[src/rtl/aha_axi_sif_bridge_pkg.sv]
// Shared burst/response encodings and the AXI next-beat address function.
// Latency: combinational helpers only.
// Backpressure: none (no state).
package aha_sif_pkg;

    localparam logic [1:0] BURST_FIXED = 2'b00;
    localparam logic [1:0] BURST_INCR  = 2'b01;
    localparam logic [1:0] BURST_WRAP  = 2'b10;

    localparam logic [1:0] RESP_OKAY   = 2'b00;
    localparam logic [1:0] RESP_SLVERR = 2'b10;

    // A WRAP burst is only legal for 2, 4, 8 or 16 beats.
    function automatic logic wrap_len_ok(input logic [7:0] len);
        return (len == 8'd1) || (len == 8'd3) || (len == 8'd7) || (len == 8'd15);
    endfunction

    // Address of the beat after 'addr'; WRAP keeps the upper bits and wraps
    // the low bits modulo the burst footprint (LEN+1)<<SIZE.
    function automatic logic [31:0] next_addr(input logic [31:0] addr,
                                              input logic [2:0]  size,
                                              input logic [7:0]  len,
                                              input logic [1:0]  burst);
        logic [31:0] step;
        logic [31:0] mask;
        step = 32'd1 << size;
        mask = (({24'd0, len} + 32'd1) << size) - 32'd1;
        case (burst)
            BURST_FIXED: next_addr = addr;
            BURST_WRAP:  next_addr = (addr & ~mask) | ((addr + step) & mask);
            default:     next_addr = addr + step;
        endcase
    endfunction

endpackage

[src/rtl/aha_axi_sif_bridge_if.sv]
// AXI4 slave port plus SIF master port of the bridge, bundled as one interface.
// Latency: wires only.
// Backpressure: carried by the AXI VALID/READY pairs; SIF has none.
interface aha_axi_sif_bridge_if #(
    parameter int ID_W       = 4,
    parameter int DATA_W     = 64,
    parameter int SIF_ADDR_W = 22
);
    logic [ID_W-1:0]       AWID;
    logic [31:0]           AWADDR;
    logic [7:0]            AWLEN;
    logic [2:0]            AWSIZE;
    logic [1:0]            AWBURST;
    logic                  AWVALID;
    logic                  AWREADY;
    logic [DATA_W-1:0]     WDATA;
    logic [DATA_W/8-1:0]   WSTRB;
    logic                  WLAST;
    logic                  WVALID;
    logic                  WREADY;
    logic [ID_W-1:0]       BID;
    logic [1:0]            BRESP;
    logic                  BVALID;
    logic                  BREADY;
    logic [ID_W-1:0]       ARID;
    logic [31:0]           ARADDR;
    logic [7:0]            ARLEN;
    logic [2:0]            ARSIZE;
    logic [1:0]            ARBURST;
    logic                  ARVALID;
    logic                  ARREADY;
    logic [ID_W-1:0]       RID;
    logic [DATA_W-1:0]     RDATA;
    logic [1:0]            RRESP;
    logic                  RLAST;
    logic                  RVALID;
    logic                  RREADY;
    logic                  SIF_WR_EN;
    logic [SIF_ADDR_W-1:0] SIF_WR_ADDR;
    logic [DATA_W-1:0]     SIF_WR_DATA;
    logic [DATA_W/8-1:0]   SIF_WR_STRB;
    logic                  SIF_RD_EN;
    logic [SIF_ADDR_W-1:0] SIF_RD_ADDR;
    logic [DATA_W-1:0]     SIF_RD_DATA;
    logic                  SIF_RD_VALID;

    modport slave (
        input  AWID, AWADDR, AWLEN, AWSIZE, AWBURST, AWVALID,
        output AWREADY,
        input  WDATA, WSTRB, WLAST, WVALID,
        output WREADY,
        output BID, BRESP, BVALID,
        input  BREADY,
        input  ARID, ARADDR, ARLEN, ARSIZE, ARBURST, ARVALID,
        output ARREADY,
        output RID, RDATA, RRESP, RLAST, RVALID,
        input  RREADY,
        output SIF_WR_EN, SIF_WR_ADDR, SIF_WR_DATA, SIF_WR_STRB,
        output SIF_RD_EN, SIF_RD_ADDR,
        input  SIF_RD_DATA, SIF_RD_VALID
    );

    modport master (
        output AWID, AWADDR, AWLEN, AWSIZE, AWBURST, AWVALID,
        input  AWREADY,
        output WDATA, WSTRB, WLAST, WVALID,
        input  WREADY,
        input  BID, BRESP, BVALID,
        output BREADY,
        output ARID, ARADDR, ARLEN, ARSIZE, ARBURST, ARVALID,
        input  ARREADY,
        input  RID, RDATA, RRESP, RLAST, RVALID,
        output RREADY,
        input  SIF_WR_EN, SIF_WR_ADDR, SIF_WR_DATA, SIF_WR_STRB,
        input  SIF_RD_EN, SIF_RD_ADDR,
        output SIF_RD_DATA, SIF_RD_VALID
    );
endinterface

[src/rtl/aha_axi_sif_bridge_rfifo.sv]
// Synchronous FIFO holding read-return beats {data, last}.
// Latency: a pushed word is visible at the head the cycle after the push.
// Backpressure: push is dropped when full unless a pop frees the slot in the same cycle.
module aha_sif_rfifo #(
    parameter int WIDTH = 65,
    parameter int DEPTH = 4
) (
    input  logic                     clk,
    input  logic                     rst,
    input  logic                     push,
    input  logic [WIDTH-1:0]         push_dat,
    input  logic                     pop,
    output logic [WIDTH-1:0]         pop_dat,
    output logic                     full,
    output logic                     empty,
    output logic [$clog2(DEPTH):0]   count
);
    localparam int AW = $clog2(DEPTH);

    logic [WIDTH-1:0] mem [DEPTH];
    logic [AW-1:0]    wr_ptr;
    logic [AW-1:0]    rd_ptr;
    logic             do_push;
    logic             do_pop;

    assign full    = (count == (AW+1)'(DEPTH));
    assign empty   = (count == '0);
    assign do_pop  = pop && !empty;
    assign do_push = push && (!full || pop);
    assign pop_dat = mem[rd_ptr];

    // Pointers and occupancy; push and pop together leave count unchanged.
    always_ff @(posedge clk) begin
        if (rst) begin
            wr_ptr <= '0;
            rd_ptr <= '0;
            count  <= '0;
        end else begin
            if (do_push) wr_ptr <= wr_ptr + AW'(1);
            if (do_pop)  rd_ptr <= rd_ptr + AW'(1);
            count <= count + (AW+1)'(do_push) - (AW+1)'(do_pop);
        end
    end

    // Storage array, no reset needed: reads are qualified by empty.
    always_ff @(posedge clk) begin
        if (do_push) mem[wr_ptr] <= push_dat;
    end
endmodule

[src/rtl/aha_axi_sif_bridge.sv]
// AXI4 slave to SIF bridge: bursts (FIXED/INCR/WRAP) become per-beat SIF accesses.
// Latency: SIF write in the W beat cycle; R beat RD_LAT+1 cycles after its SIF read.
// Backpressure: RREADY stalls via the return FIFO, reads issue only while FIFO room remains.
module aha_axi_sif_bridge #(
    parameter int ID_W       = 4,
    parameter int DATA_W     = 64,
    parameter int SIF_ADDR_W = 22,
    parameter int RD_LAT     = 1,
    parameter int RFIFO_D    = 4
) (
    input logic                CLK,
    input logic                RESET,
    aha_axi_sif_bridge_if.slave bus
);
    import aha_sif_pkg::*;

    localparam logic [2:0]  MAX_SIZE = 3'($clog2(DATA_W/8));
    localparam int          CW       = $clog2(RFIFO_D) + 1;
    localparam logic [CW:0] OCC_MAX  = (CW+1)'(RFIFO_D);

    localparam logic [1:0] W_IDLE = 2'd0, W_DATA = 2'd1, W_RESP = 2'd2;
    localparam logic [1:0] R_IDLE = 2'd0, R_ISSUE = 2'd1, R_DRAIN = 2'd2;

    // ---------------- write path ----------------
    logic [1:0]      wstate;
    logic [ID_W-1:0] wid;
    logic [31:0]     waddr;
    logic [7:0]      wlen, wcnt;
    logic [2:0]      wsize;
    logic [1:0]      wburst;
    logic            werr, bvalid;
    logic [1:0]      bresp;
    logic            aw_fire, w_fire, w_end, w_mis;

    assign bus.AWREADY     = !RESET && (wstate == W_IDLE);
    assign bus.WREADY      = !RESET && (wstate == W_DATA);
    assign aw_fire         = bus.AWVALID && bus.AWREADY;
    assign w_fire          = bus.WVALID && bus.WREADY;
    assign w_end           = bus.WLAST || (wcnt == wlen);
    assign w_mis           = bus.WLAST != (wcnt == wlen);
    assign bus.SIF_WR_EN   = w_fire && !werr;
    assign bus.SIF_WR_ADDR = waddr[SIF_ADDR_W-1:0];
    assign bus.SIF_WR_DATA = bus.WDATA;
    assign bus.SIF_WR_STRB = bus.WSTRB;
    assign bus.BVALID      = bvalid;
    assign bus.BRESP       = bresp;
    assign bus.BID         = wid;

    // Write FSM: latch AW, forward each W beat to SIF, then hold B until taken.
    always_ff @(posedge CLK) begin
        if (RESET) begin
            wstate <= W_IDLE;
            wid    <= '0;
            waddr  <= '0;
            wlen   <= '0;
            wcnt   <= '0;
            wsize  <= '0;
            wburst <= '0;
            werr   <= 1'b0;
            bvalid <= 1'b0;
            bresp  <= RESP_OKAY;
        end else begin
            case (wstate)
                W_IDLE: if (aw_fire) begin
                    wid    <= bus.AWID;
                    waddr  <= bus.AWADDR;
                    wlen   <= bus.AWLEN;
                    wsize  <= bus.AWSIZE;
                    wburst <= bus.AWBURST;
                    wcnt   <= '0;
                    werr   <= (bus.AWSIZE > MAX_SIZE) || (bus.AWBURST == 2'b11) ||
                              ((bus.AWBURST == BURST_WRAP) && !wrap_len_ok(bus.AWLEN));
                    wstate <= W_DATA;
                end
                W_DATA: if (w_fire) begin
                    if (w_end) begin
                        bvalid <= 1'b1;
                        bresp  <= (werr || w_mis) ? RESP_SLVERR : RESP_OKAY;
                        wstate <= W_RESP;
                    end else begin
                        waddr <= next_addr(waddr, wsize, wlen, wburst);
                        wcnt  <= wcnt + 8'd1;
                    end
                end
                W_RESP: if (bus.BREADY) begin
                    bvalid <= 1'b0;
                    wstate <= W_IDLE;
                end
                default: wstate <= W_IDLE;
            endcase
        end
    end

    // ---------------- read path ----------------
    logic [1:0]        rstate;
    logic [ID_W-1:0]   rid;
    logic [31:0]       raddr;
    logic [7:0]        rlen, rcnt;
    logic [2:0]        rsize;
    logic [1:0]        rburst;
    logic              rerr;
    logic [1:0]        rresp;
    logic [CW-1:0]     inflight;
    logic [RD_LAT-1:0] pipe_vld, pipe_last;
    logic [CW:0]       occ;
    logic              ar_fire, room, issue, r_last_issue;
    logic              f_push, f_pop, f_full, f_empty;
    logic [DATA_W:0]   f_push_dat, f_dat;
    logic [CW-1:0]     f_count;

    assign bus.ARREADY     = !RESET && (rstate == R_IDLE) && f_empty;
    assign ar_fire         = bus.ARVALID && bus.ARREADY;
    assign occ             = {1'b0, f_count} + {1'b0, inflight};
    assign room            = !f_full && (occ < OCC_MAX);
    assign issue           = (rstate == R_ISSUE) && room;
    assign r_last_issue    = (rcnt == rlen);
    assign bus.SIF_RD_EN   = issue && !rerr;
    assign bus.SIF_RD_ADDR = raddr[SIF_ADDR_W-1:0];

    // Errored bursts skip SIF entirely and queue zero beats directly.
    assign f_push     = rerr ? issue : (pipe_vld[RD_LAT-1] && bus.SIF_RD_VALID);
    assign f_push_dat = rerr ? {{DATA_W{1'b0}}, r_last_issue}
                             : {bus.SIF_RD_DATA, pipe_last[RD_LAT-1]};
    assign f_pop      = bus.RVALID && bus.RREADY;

    assign bus.RVALID = !RESET && !f_empty;
    assign bus.RDATA  = bus.RVALID ? f_dat[DATA_W:1] : '0;
    assign bus.RLAST  = bus.RVALID && f_dat[0];
    assign bus.RID    = rid;
    assign bus.RRESP  = rresp;

    aha_sif_rfifo #(.WIDTH(DATA_W + 1), .DEPTH(RFIFO_D)) u_rfifo (
        .clk      (CLK),
        .rst      (RESET),
        .push     (f_push),
        .push_dat (f_push_dat),
        .pop      (f_pop),
        .pop_dat  (f_dat),
        .full     (f_full),
        .empty    (f_empty),
        .count    (f_count)
    );

    // Fixed-latency tracker marking which cycle returns data and whether it is the last beat.
    always_ff @(posedge CLK) begin
        if (RESET) begin
            pipe_vld  <= '0;
            pipe_last <= '0;
            inflight  <= '0;
        end else begin
            pipe_vld[0]  <= bus.SIF_RD_EN;
            pipe_last[0] <= r_last_issue;
            for (int i = 1; i < RD_LAT; i++) begin
                pipe_vld[i]  <= pipe_vld[i-1];
                pipe_last[i] <= pipe_last[i-1];
            end
            inflight <= inflight + CW'(bus.SIF_RD_EN) - CW'(pipe_vld[RD_LAT-1]);
        end
    end

    // Read FSM: latch AR, issue one read per beat while room remains, wait for last pop.
    always_ff @(posedge CLK) begin
        if (RESET) begin
            rstate <= R_IDLE;
            rid    <= '0;
            raddr  <= '0;
            rlen   <= '0;
            rcnt   <= '0;
            rsize  <= '0;
            rburst <= '0;
            rerr   <= 1'b0;
            rresp  <= RESP_OKAY;
        end else begin
            case (rstate)
                R_IDLE: if (ar_fire) begin
                    rid    <= bus.ARID;
                    raddr  <= bus.ARADDR;
                    rlen   <= bus.ARLEN;
                    rsize  <= bus.ARSIZE;
                    rburst <= bus.ARBURST;
                    rcnt   <= '0;
                    rerr   <= (bus.ARSIZE > MAX_SIZE) || (bus.ARBURST == 2'b11) ||
                              ((bus.ARBURST == BURST_WRAP) && !wrap_len_ok(bus.ARLEN));
                    rresp  <= ((bus.ARSIZE > MAX_SIZE) || (bus.ARBURST == 2'b11) ||
                              ((bus.ARBURST == BURST_WRAP) && !wrap_len_ok(bus.ARLEN)))
                              ? RESP_SLVERR : RESP_OKAY;
                    rstate <= R_ISSUE;
                end
                R_ISSUE: if (issue) begin
                    raddr <= next_addr(raddr, rsize, rlen, rburst);
                    rcnt  <= rcnt + 8'd1;
                    if (r_last_issue) rstate <= R_DRAIN;
                end
                R_DRAIN: if (f_pop && f_dat[0]) rstate <= R_IDLE;
                default: rstate <= R_IDLE;
            endcase
        end
    end
endmodule

[src/flat_wrapper.sv]
// flat-port wrapper written by rule: the top's interface ports become plain ports
module aha_axi_sif_bridge_flat import aha_sif_pkg::*;
#(
    parameter int ID_W       = 4,
    parameter int DATA_W     = 64,
    parameter int SIF_ADDR_W = 22,
    parameter int RD_LAT     = 1,
    parameter int RFIFO_D    = 4
)
  (CLK, RESET, bus_AWID, bus_AWADDR, bus_AWLEN, bus_AWSIZE, bus_AWBURST, bus_AWVALID, bus_AWREADY, bus_WDATA, bus_WSTRB, bus_WLAST, bus_WVALID, bus_WREADY, bus_BID, bus_BRESP, bus_BVALID, bus_BREADY, bus_ARID, bus_ARADDR, bus_ARLEN, bus_ARSIZE, bus_ARBURST, bus_ARVALID, bus_ARREADY, bus_RID, bus_RDATA, bus_RRESP, bus_RLAST, bus_RVALID, bus_RREADY, bus_SIF_WR_EN, bus_SIF_WR_ADDR, bus_SIF_WR_DATA, bus_SIF_WR_STRB, bus_SIF_RD_EN, bus_SIF_RD_ADDR, bus_SIF_RD_DATA, bus_SIF_RD_VALID);
  aha_axi_sif_bridge_if #(.ID_W(ID_W), .DATA_W(DATA_W), .SIF_ADDR_W(SIF_ADDR_W)) bus_i ();
  input logic CLK;
  input logic RESET;
  input wire logic [$bits(bus_i.AWID)-1:0] bus_AWID;
  input wire logic [$bits(bus_i.AWADDR)-1:0] bus_AWADDR;
  input wire logic [$bits(bus_i.AWLEN)-1:0] bus_AWLEN;
  input wire logic [$bits(bus_i.AWSIZE)-1:0] bus_AWSIZE;
  input wire logic [$bits(bus_i.AWBURST)-1:0] bus_AWBURST;
  input wire logic [$bits(bus_i.AWVALID)-1:0] bus_AWVALID;
  output wire logic [$bits(bus_i.AWREADY)-1:0] bus_AWREADY;
  input wire logic [$bits(bus_i.WDATA)-1:0] bus_WDATA;
  input wire logic [$bits(bus_i.WSTRB)-1:0] bus_WSTRB;
  input wire logic [$bits(bus_i.WLAST)-1:0] bus_WLAST;
  input wire logic [$bits(bus_i.WVALID)-1:0] bus_WVALID;
  output wire logic [$bits(bus_i.WREADY)-1:0] bus_WREADY;
  output wire logic [$bits(bus_i.BID)-1:0] bus_BID;
  output wire logic [$bits(bus_i.BRESP)-1:0] bus_BRESP;
  output wire logic [$bits(bus_i.BVALID)-1:0] bus_BVALID;
  input wire logic [$bits(bus_i.BREADY)-1:0] bus_BREADY;
  input wire logic [$bits(bus_i.ARID)-1:0] bus_ARID;
  input wire logic [$bits(bus_i.ARADDR)-1:0] bus_ARADDR;
  input wire logic [$bits(bus_i.ARLEN)-1:0] bus_ARLEN;
  input wire logic [$bits(bus_i.ARSIZE)-1:0] bus_ARSIZE;
  input wire logic [$bits(bus_i.ARBURST)-1:0] bus_ARBURST;
  input wire logic [$bits(bus_i.ARVALID)-1:0] bus_ARVALID;
  output wire logic [$bits(bus_i.ARREADY)-1:0] bus_ARREADY;
  output wire logic [$bits(bus_i.RID)-1:0] bus_RID;
  output wire logic [$bits(bus_i.RDATA)-1:0] bus_RDATA;
  output wire logic [$bits(bus_i.RRESP)-1:0] bus_RRESP;
  output wire logic [$bits(bus_i.RLAST)-1:0] bus_RLAST;
  output wire logic [$bits(bus_i.RVALID)-1:0] bus_RVALID;
  input wire logic [$bits(bus_i.RREADY)-1:0] bus_RREADY;
  output wire logic [$bits(bus_i.SIF_WR_EN)-1:0] bus_SIF_WR_EN;
  output wire logic [$bits(bus_i.SIF_WR_ADDR)-1:0] bus_SIF_WR_ADDR;
  output wire logic [$bits(bus_i.SIF_WR_DATA)-1:0] bus_SIF_WR_DATA;
  output wire logic [$bits(bus_i.SIF_WR_STRB)-1:0] bus_SIF_WR_STRB;
  output wire logic [$bits(bus_i.SIF_RD_EN)-1:0] bus_SIF_RD_EN;
  output wire logic [$bits(bus_i.SIF_RD_ADDR)-1:0] bus_SIF_RD_ADDR;
  input wire logic [$bits(bus_i.SIF_RD_DATA)-1:0] bus_SIF_RD_DATA;
  input wire logic [$bits(bus_i.SIF_RD_VALID)-1:0] bus_SIF_RD_VALID;
  assign bus_i.AWID = bus_AWID;
  assign bus_i.AWADDR = bus_AWADDR;
  assign bus_i.AWLEN = bus_AWLEN;
  assign bus_i.AWSIZE = bus_AWSIZE;
  assign bus_i.AWBURST = bus_AWBURST;
  assign bus_i.AWVALID = bus_AWVALID;
  assign bus_AWREADY = bus_i.AWREADY;
  assign bus_i.WDATA = bus_WDATA;
  assign bus_i.WSTRB = bus_WSTRB;
  assign bus_i.WLAST = bus_WLAST;
  assign bus_i.WVALID = bus_WVALID;
  assign bus_WREADY = bus_i.WREADY;
  assign bus_BID = bus_i.BID;
  assign bus_BRESP = bus_i.BRESP;
  assign bus_BVALID = bus_i.BVALID;
  assign bus_i.BREADY = bus_BREADY;
  assign bus_i.ARID = bus_ARID;
  assign bus_i.ARADDR = bus_ARADDR;
  assign bus_i.ARLEN = bus_ARLEN;
  assign bus_i.ARSIZE = bus_ARSIZE;
  assign bus_i.ARBURST = bus_ARBURST;
  assign bus_i.ARVALID = bus_ARVALID;
  assign bus_ARREADY = bus_i.ARREADY;
  assign bus_RID = bus_i.RID;
  assign bus_RDATA = bus_i.RDATA;
  assign bus_RRESP = bus_i.RRESP;
  assign bus_RLAST = bus_i.RLAST;
  assign bus_RVALID = bus_i.RVALID;
  assign bus_i.RREADY = bus_RREADY;
  assign bus_SIF_WR_EN = bus_i.SIF_WR_EN;
  assign bus_SIF_WR_ADDR = bus_i.SIF_WR_ADDR;
  assign bus_SIF_WR_DATA = bus_i.SIF_WR_DATA;
  assign bus_SIF_WR_STRB = bus_i.SIF_WR_STRB;
  assign bus_SIF_RD_EN = bus_i.SIF_RD_EN;
  assign bus_SIF_RD_ADDR = bus_i.SIF_RD_ADDR;
  assign bus_i.SIF_RD_DATA = bus_SIF_RD_DATA;
  assign bus_i.SIF_RD_VALID = bus_SIF_RD_VALID;
  aha_axi_sif_bridge #(.ID_W(ID_W), .DATA_W(DATA_W), .SIF_ADDR_W(SIF_ADDR_W), .RD_LAT(RD_LAT), .RFIFO_D(RFIFO_D)) u_core (.CLK(CLK), .RESET(RESET), .bus(bus_i));
endmodule
[config.mk]
export PLATFORM = sky130hd
export DESIGN_NAME = aha_axi_sif_bridge_flat
export DESIGN_NICKNAME = d
export VERILOG_FILES = /design/src/rtl/aha_axi_sif_bridge_pkg.sv /design/src/rtl/aha_axi_sif_bridge_if.sv /design/src/rtl/aha_axi_sif_bridge_rfifo.sv /design/src/rtl/aha_axi_sif_bridge.sv /design/src/flat_wrapper.sv
export SDC_FILE = /design/constraint.sdc
export NUM_CORES = 1
export LEC_CHECK = 0
export ABC_AREA = 1
export BUFFER_PORTS_ARGS = -buffer_cell sky130_fd_sc_hd__buf_2
export CAP_MARGIN = 30
export CORE_MARGIN = 2
export CORE_UTILIZATION = 45
export CTS_CLUSTER_DIAMETER = 40
export DETAILED_ROUTE_END_ITERATION = 7
export HOLD_SLACK_MARGIN = 0.05
export PLACE_DENSITY = 0.68
export SLEW_MARGIN = 20
export SYNTH_ARGS = -nofsm -noshare
export SYNTH_HDL_FRONTEND = slang
export SYNTH_SLANG_ARGS = --single-unit
export TNS_END_PERCENT = 20
[constraint.sdc]
create_clock -name CLK -period 7 [get_ports CLK]
set_input_delay 1.4 -clock CLK [delete_from_list [all_inputs] [get_ports CLK]]
set_output_delay 1.4 -clock CLK [all_outputs]
set_load 0.05 [all_outputs]
## Word level (Yosys, flattened, before mapping)

Memories as Yosys holds them, arrays and structs flattened. A register that Yosys moved wholly into a read port is not among the register bits.
Index checks and enable logic that the tools add are counted.

| word-level totals | value |
|---|---|
| register bits after elaboration | 137 |
| latch bits | 0 |
| RAM bits | 260 |
| ROM bits | 0 |
| input bits | 243 |
| output and inout port bits | 200 |
| word-level logic and storage cells | 186 |
| memories | 1 |

| cells by class | value |
|---|---|
| add/sub/neg operators | 15 |
| multipliers | 0 |
| divide/modulo/power cells | 0 |
| order comparisons | 3 |
| equality and inequality tests | 33 |
| shifts and indexed selects | 4 |
| multiplexer cells | 39 |
| bitwise operators | 8 |
| reductions and logical operators | 58 |

Memories:

| name | depth | bits a word | rd ports | clocked after Yosys merged registers in | write ports | line | text |
|---|---|---|---|---|---|---|---|
| u_core.u_rfifo.mem | 4 | 65 | 1 | 1 | 1 | aha_axi_sif_bridge_rfifo.sv:20 | `logic [WIDTH-1:0] mem [DEPTH];` |

Operators by type and width:

| cell | number |
|---|---|
| one-hot mux 32 bit (2 select lines) | 4 |
| 2-to-1 mux 32 bit | 5 |
| bitwise AND 32 bit | 4 |
| 2-to-1 mux 65 bit | 1 |
| adder 32 bit | 2 |
| 2-to-1 mux 64 bit | 1 |
| NOT 32 bit | 2 |
| bitwise OR 32 bit | 2 |
| << shifter 1 x 3 -> 32 bit, first input constant | 2 |
| << shifter 32 x 3 -> 32 bit | 2 |
| subtractor 32 x 1 -> 32 bit, second input constant | 2 |
| 2-to-1 mux 8 bit | 5 |
| one-hot mux 8 bit (2 select lines) | 2 |
| 2-to-1 mux 2 bit | 12 |
| logical AND 1 bit | 20 |
| AND reduction 4 bit | 5 |
| adder 8 x 1 -> 9 bit, second input constant | 2 |
| adder 8 x 1 -> 8 bit, second input constant | 2 |
| == test 2 bit, second input constant | 8 |
| == test 8 x 1 -> 1 bit, second input constant | 2 |
| == test 8 x 2 -> 1 bit, second input constant | 2 |
| == test 8 x 3 -> 1 bit, second input constant | 2 |
| == test 8 x 4 -> 1 bit, second input constant | 2 |
| == test 8 bit | 2 |
| 22 further kinds | 67 |

## Depth between registers and ports, before layout

| logic depth | value |
|---|---|
| depth after elaboration | 10 |
| depth in mapped cells | 21 |
| gate-level depth less buffers | 20 |

## By module

From an unflattened synthesis, not the netlist that was laid out.

| unflattened totals | value |
|---|---|
| cells, all modules | 2516 |
| area total of the unflattened synthesis | 20941.3 um2 |

By module, submodules not included:

| module | times used | cells each | area each (um2) | seq. area each (um2) |
|---|---|---|---|---|
| aha_axi_sif_bridge | 1 | 1815 | 10493.8 | 2142.1 |
| aha_sif_rfifo | 1 | 701 | 10447.5 | 7987.7 |

## Least setup slack after synthesis

No wires, ideal clock.

| timing path | value |
|---|---|
| kind | input to register |
| from | input port RESET |
| to | memory u_core.u_rfifo.mem[0][0] (enable) |
| library setup time | 489 ps |
| arrival time | 5390 ps |
| data required time | 6511 ps |
| setup slack | 1121 ps |
| cell stages on the path | 8 |
| buffers on the path | 1 |
| cells stage by stage | buf_2 > inv_1 > nand2_1 > inv_1 > nand2_1 > nand2_1 > o211ai_1 > nor2_1 |

| between the ends | value |
|---|---|
| cells in the longest elaborated chain, start to end | 7 |

Ends and longest elaborated chain:

| item | line | text |
|---|---|---|
| start: declaration | flat_wrapper.sv:13 | `input logic RESET;` |
| logical NOT 1 bit | aha_axi_sif_bridge.sv:126 | `assign bus.RVALID = !RESET && !f_empty;` |
| logical AND 1 bit | aha_axi_sif_bridge.sv:126 |  |
| net bus_RVALID | flat_wrapper.sv:41 | `output wire logic [$bits(bus_i.RVALID)-1:0] bus_RVALID;` |
| logical AND 1 bit | aha_axi_sif_bridge.sv:124 | `assign f_pop = bus.RVALID && bus.RREADY;` |
| logical OR 1 bit | aha_axi_sif_bridge_rfifo.sv:29 | `assign do_push = push && (!full \|\| pop);` |
| logical AND 1 bit | aha_axi_sif_bridge_rfifo.sv:29 |  |
| 2-to-1 mux 1 bit | aha_axi_sif_bridge_rfifo.sv:47 | `if (do_push) mem[wr_ptr] <= push_dat;` |
| 2-to-1 mux 1 bit (not written as such) | aha_axi_sif_bridge_rfifo.sv:47 |  |
| end: declaration | aha_axi_sif_bridge_rfifo.sv:20 |  |

The timed path passes the listed nets, and every way through them passes these cells.

## Worst setup path in the final report

| timing path | value |
|---|---|
| from | input port RESET |
| to | output port bus_RDATA[57] |

| between the ends | value |
|---|---|
| cells in the longest elaborated chain, start to end | 3 |

Ends and longest elaborated chain:

| item | line | text |
|---|---|---|
| logical NOT 1 bit | aha_axi_sif_bridge.sv:126 |  |
| logical AND 1 bit | aha_axi_sif_bridge.sv:126 |  |
| 2-to-1 mux 64 bit | aha_axi_sif_bridge.sv:127 | `assign bus.RDATA = bus.RVALID ? f_dat[DATA_W:1] : '0;` |
| end: declaration | flat_wrapper.sv:38 | `output wire logic [$bits(bus_i.RDATA)-1:0] bus_RDATA;` |

Every way passes these cells.

==> results.json <==
{
  "yosys_warnings": 0,
  "hold_class": "reg2reg",
  "synth_ff_type": "edfxtp_1",
  "die-area_sq_mm": 0.0468,
  "path_max_fanout": 30,
  "synthTopCellsByCount": "nor2_1 (487), nand2_1 (380), edfxtp_1 (260)",
  "synth.top_cell.area_share_pct": 38.5,
  "place_hpwl_mm": 35.3,
  "rsz0062_at_grt": "false",
  "cts-resized-gates": 0,
  "cts_buffers": 57,
  "drc": 0,
  "diodes": 0,
  "nNetsFinal": 2923,
  "synth_cell_types": 58,
  "async_flop_share_pct": 0,
  "first_iter_violations": 1334,
  "fin_ws_ps": 2240,
  "drt-vias-per-instance": 5.24,
  "crit_arrival_ps": 3360,
  "relSlewSlack_pct": 37.0,
  "fmaxAchievable_mhz": 210,
  "clockRootBuffer": "clkbuf_16",
  "fin_crit_sh_pct": 68.0,
  "post_cts_buffers": 0,
  "synth_cells": 2474,
  "powerDensity_mw_per_mm2": 390,
  "slowest_delay_ps": 570,
  "worst_pin_slew_ps": 945,
  "drive_gt1_share_pct": 18.6,
  "via_count": 17193,
  "place_ws_ps": 2270,
  "firstDrtPassIters": 5,
  "critical_path.slowest_cell": "buf_2",
  "crit_chain": "buf_2 -> inv_2 -> nand2_2 -> buf_4 -> a21oi_1 -> buf_2",
  "slew_viol_final": 0,
  "path_buf_inv": 4,
  "status": "complete, no violations",
  "clock_sinks": 376,
  "grt_first_pass_wirelength_mm": 84.8,
  "synth_edf_count": 260,
  "power.leakage_uw": 0.0102,
  "synth_top_area_cell": "edfxtp_1",
  "clkTransAtPathRegs_ps": 50,
  "ant_nets": 0,
  "ys_ff_latch": 376,
  "cp-end-kind": "output pin",
  "htree_levels": 2,
  "core_area_sq_mm": 0.0443,
  "finalCriticalPeriod_ps": 4760,
  "wl_mm": 53.7,
  "setup_viol": 0,
  "syn_area_sq_mm": 0.0203,
  "die_x_um": 216,
  "die_h_um": 216,
  "vdd_ir_drop_max_mv": 0.287,
  "initial_utilization_pct": 45.7,
  "boundaryPins": 443,
  "fill_cells": 4106,
  "area_growth_pct": 17.0,
  "syn_area_per_cell_sq_um": 8.19,
  "antenna_found_initial": 0,
  "rows": 77,
  "crit_top_cell": "buf_2",
  "worstSetupPathType": "in2out",
  "cts_tree": "built",
  "hold_viol_final": 0,
  "wire_per_inst_um": 16.3,
  "cts_buffer_depth": 3,
  "portBuffers": 276,
  "insertion_delay_ps": 620,
  "fin_setup_tns_ps": 0,
  "grt_max_degree": 101,
  "fin_hold_ws_ps": 459,
  "synth.area.top_cells": "edfxtp_1 (39%), dfxtp_1 (11%), nor2_1 (9.0%)",
  "path_delay_family": "buffers and inverters",
  "postCtsHoldBufs": 0,
  "place_congestion": 0.892,
  "start_kind": "primary input",
  "drv_cap": 0,
  "fin_worst_skew_ps": 21.2,
  "yosysMostFrequentCell": "nor2_1",
  "gr-usage-all-layers_pct": 22.4,
  "overflow": 0,
  "grt_pass1_vias": 16482,
  "ys_seq_area_share_pct": 50.0,
  "required_ps": 5600
}
power by group:
group | leakage, uW | switching [uW] | internal, uW | total (uW)
logic | 0.00584 | 2320 | 817 | 3140
registers | 0.00332 | 247 | 2870 | 3120
clock network | 0.00101 | 1170 | 1830 | 3000
metal layers:
layer | wire length (um) | track usage (%)
met5 | 0 | 0.521
met4 | 1160 | 7.12
met3 | 3640 | 4.28
met2 | 25300 | 37.7
met1 | 23500 | 29.2
area by class of cell:
cell class	instances	area (sq um)	share of cell area, %
clock inverter	44	559	2.36
multi-input combinational	1686	8300	35.0
sequential	376	10100	42.7
tap	592	741	3.12
timing repair buffer	298	1640	6.90
clock buffer	64	1500	6.34
inverter	224	845	3.56
stage by stage:
step / power (uW) / cell area [sq um] / util, % / cells
6_report: 9250 / 23700 / 53.5 / 3284
5_1_grt: 9770 / 23700 / 53.5 / 3284
4_1_cts: 9300 / 23700 / 53.4 / 3281
3_5_place_dp: 6270 / 21600 / 48.7 / 3173
3_3_place_gp: 6200 / 21600 / 48.7 / 3172
2_1_floorplan: 5570 / 20300 / - / 2475
cell usage in the layout (no fill, tap or decap), types with 8 or more instances in the layout:
master and count:
a21oi_1 163, buf_2 276, buf_4 16, clkbuf_16 58, clkinv_2 8, dfxtp_1 113
edfxtp_1 260, ha_1 33, inv_1 212, inv_6 12, inv_8 9, nand2_1 379
nand2_2 30, nand3_1 162, nand3_2 16, nand4_1 26, nor2_1 483, nor2_2 12
nor2_4 12, nor3_1 25, nor4_1 9, o21ai_0 214, o21ai_1 10, xor2_1 26
final timing paths:
check             slack [ps]  cells after the start            endpoint                from
setup / recovery        2240                      6       bus_RDATA[57]               RESET
hold / removal           460                      1  u_core.inflight[2]  u_core.inflight[2]
setup reg to reg        2960                     16           flip-flop     u_core.wsize[1]
hold reg to reg          460                      1  u_core.inflight[2]  u_core.inflight[2]
cell families after synthesis:
family | Yosys count | synth area share (%)
flops | 376 | 50.0
mux | 7 | 0.346
simple gates | 1173 | 25.2
compound gates | 434 | 11.4
xor+xnor | 33 | 1.43
other cells | 1 | 0.0185
buf+inv | 413 | 9.29
fa+ha+maj | 37 | 2.43
No activity file was read; power rests on OpenSTA's default activity.
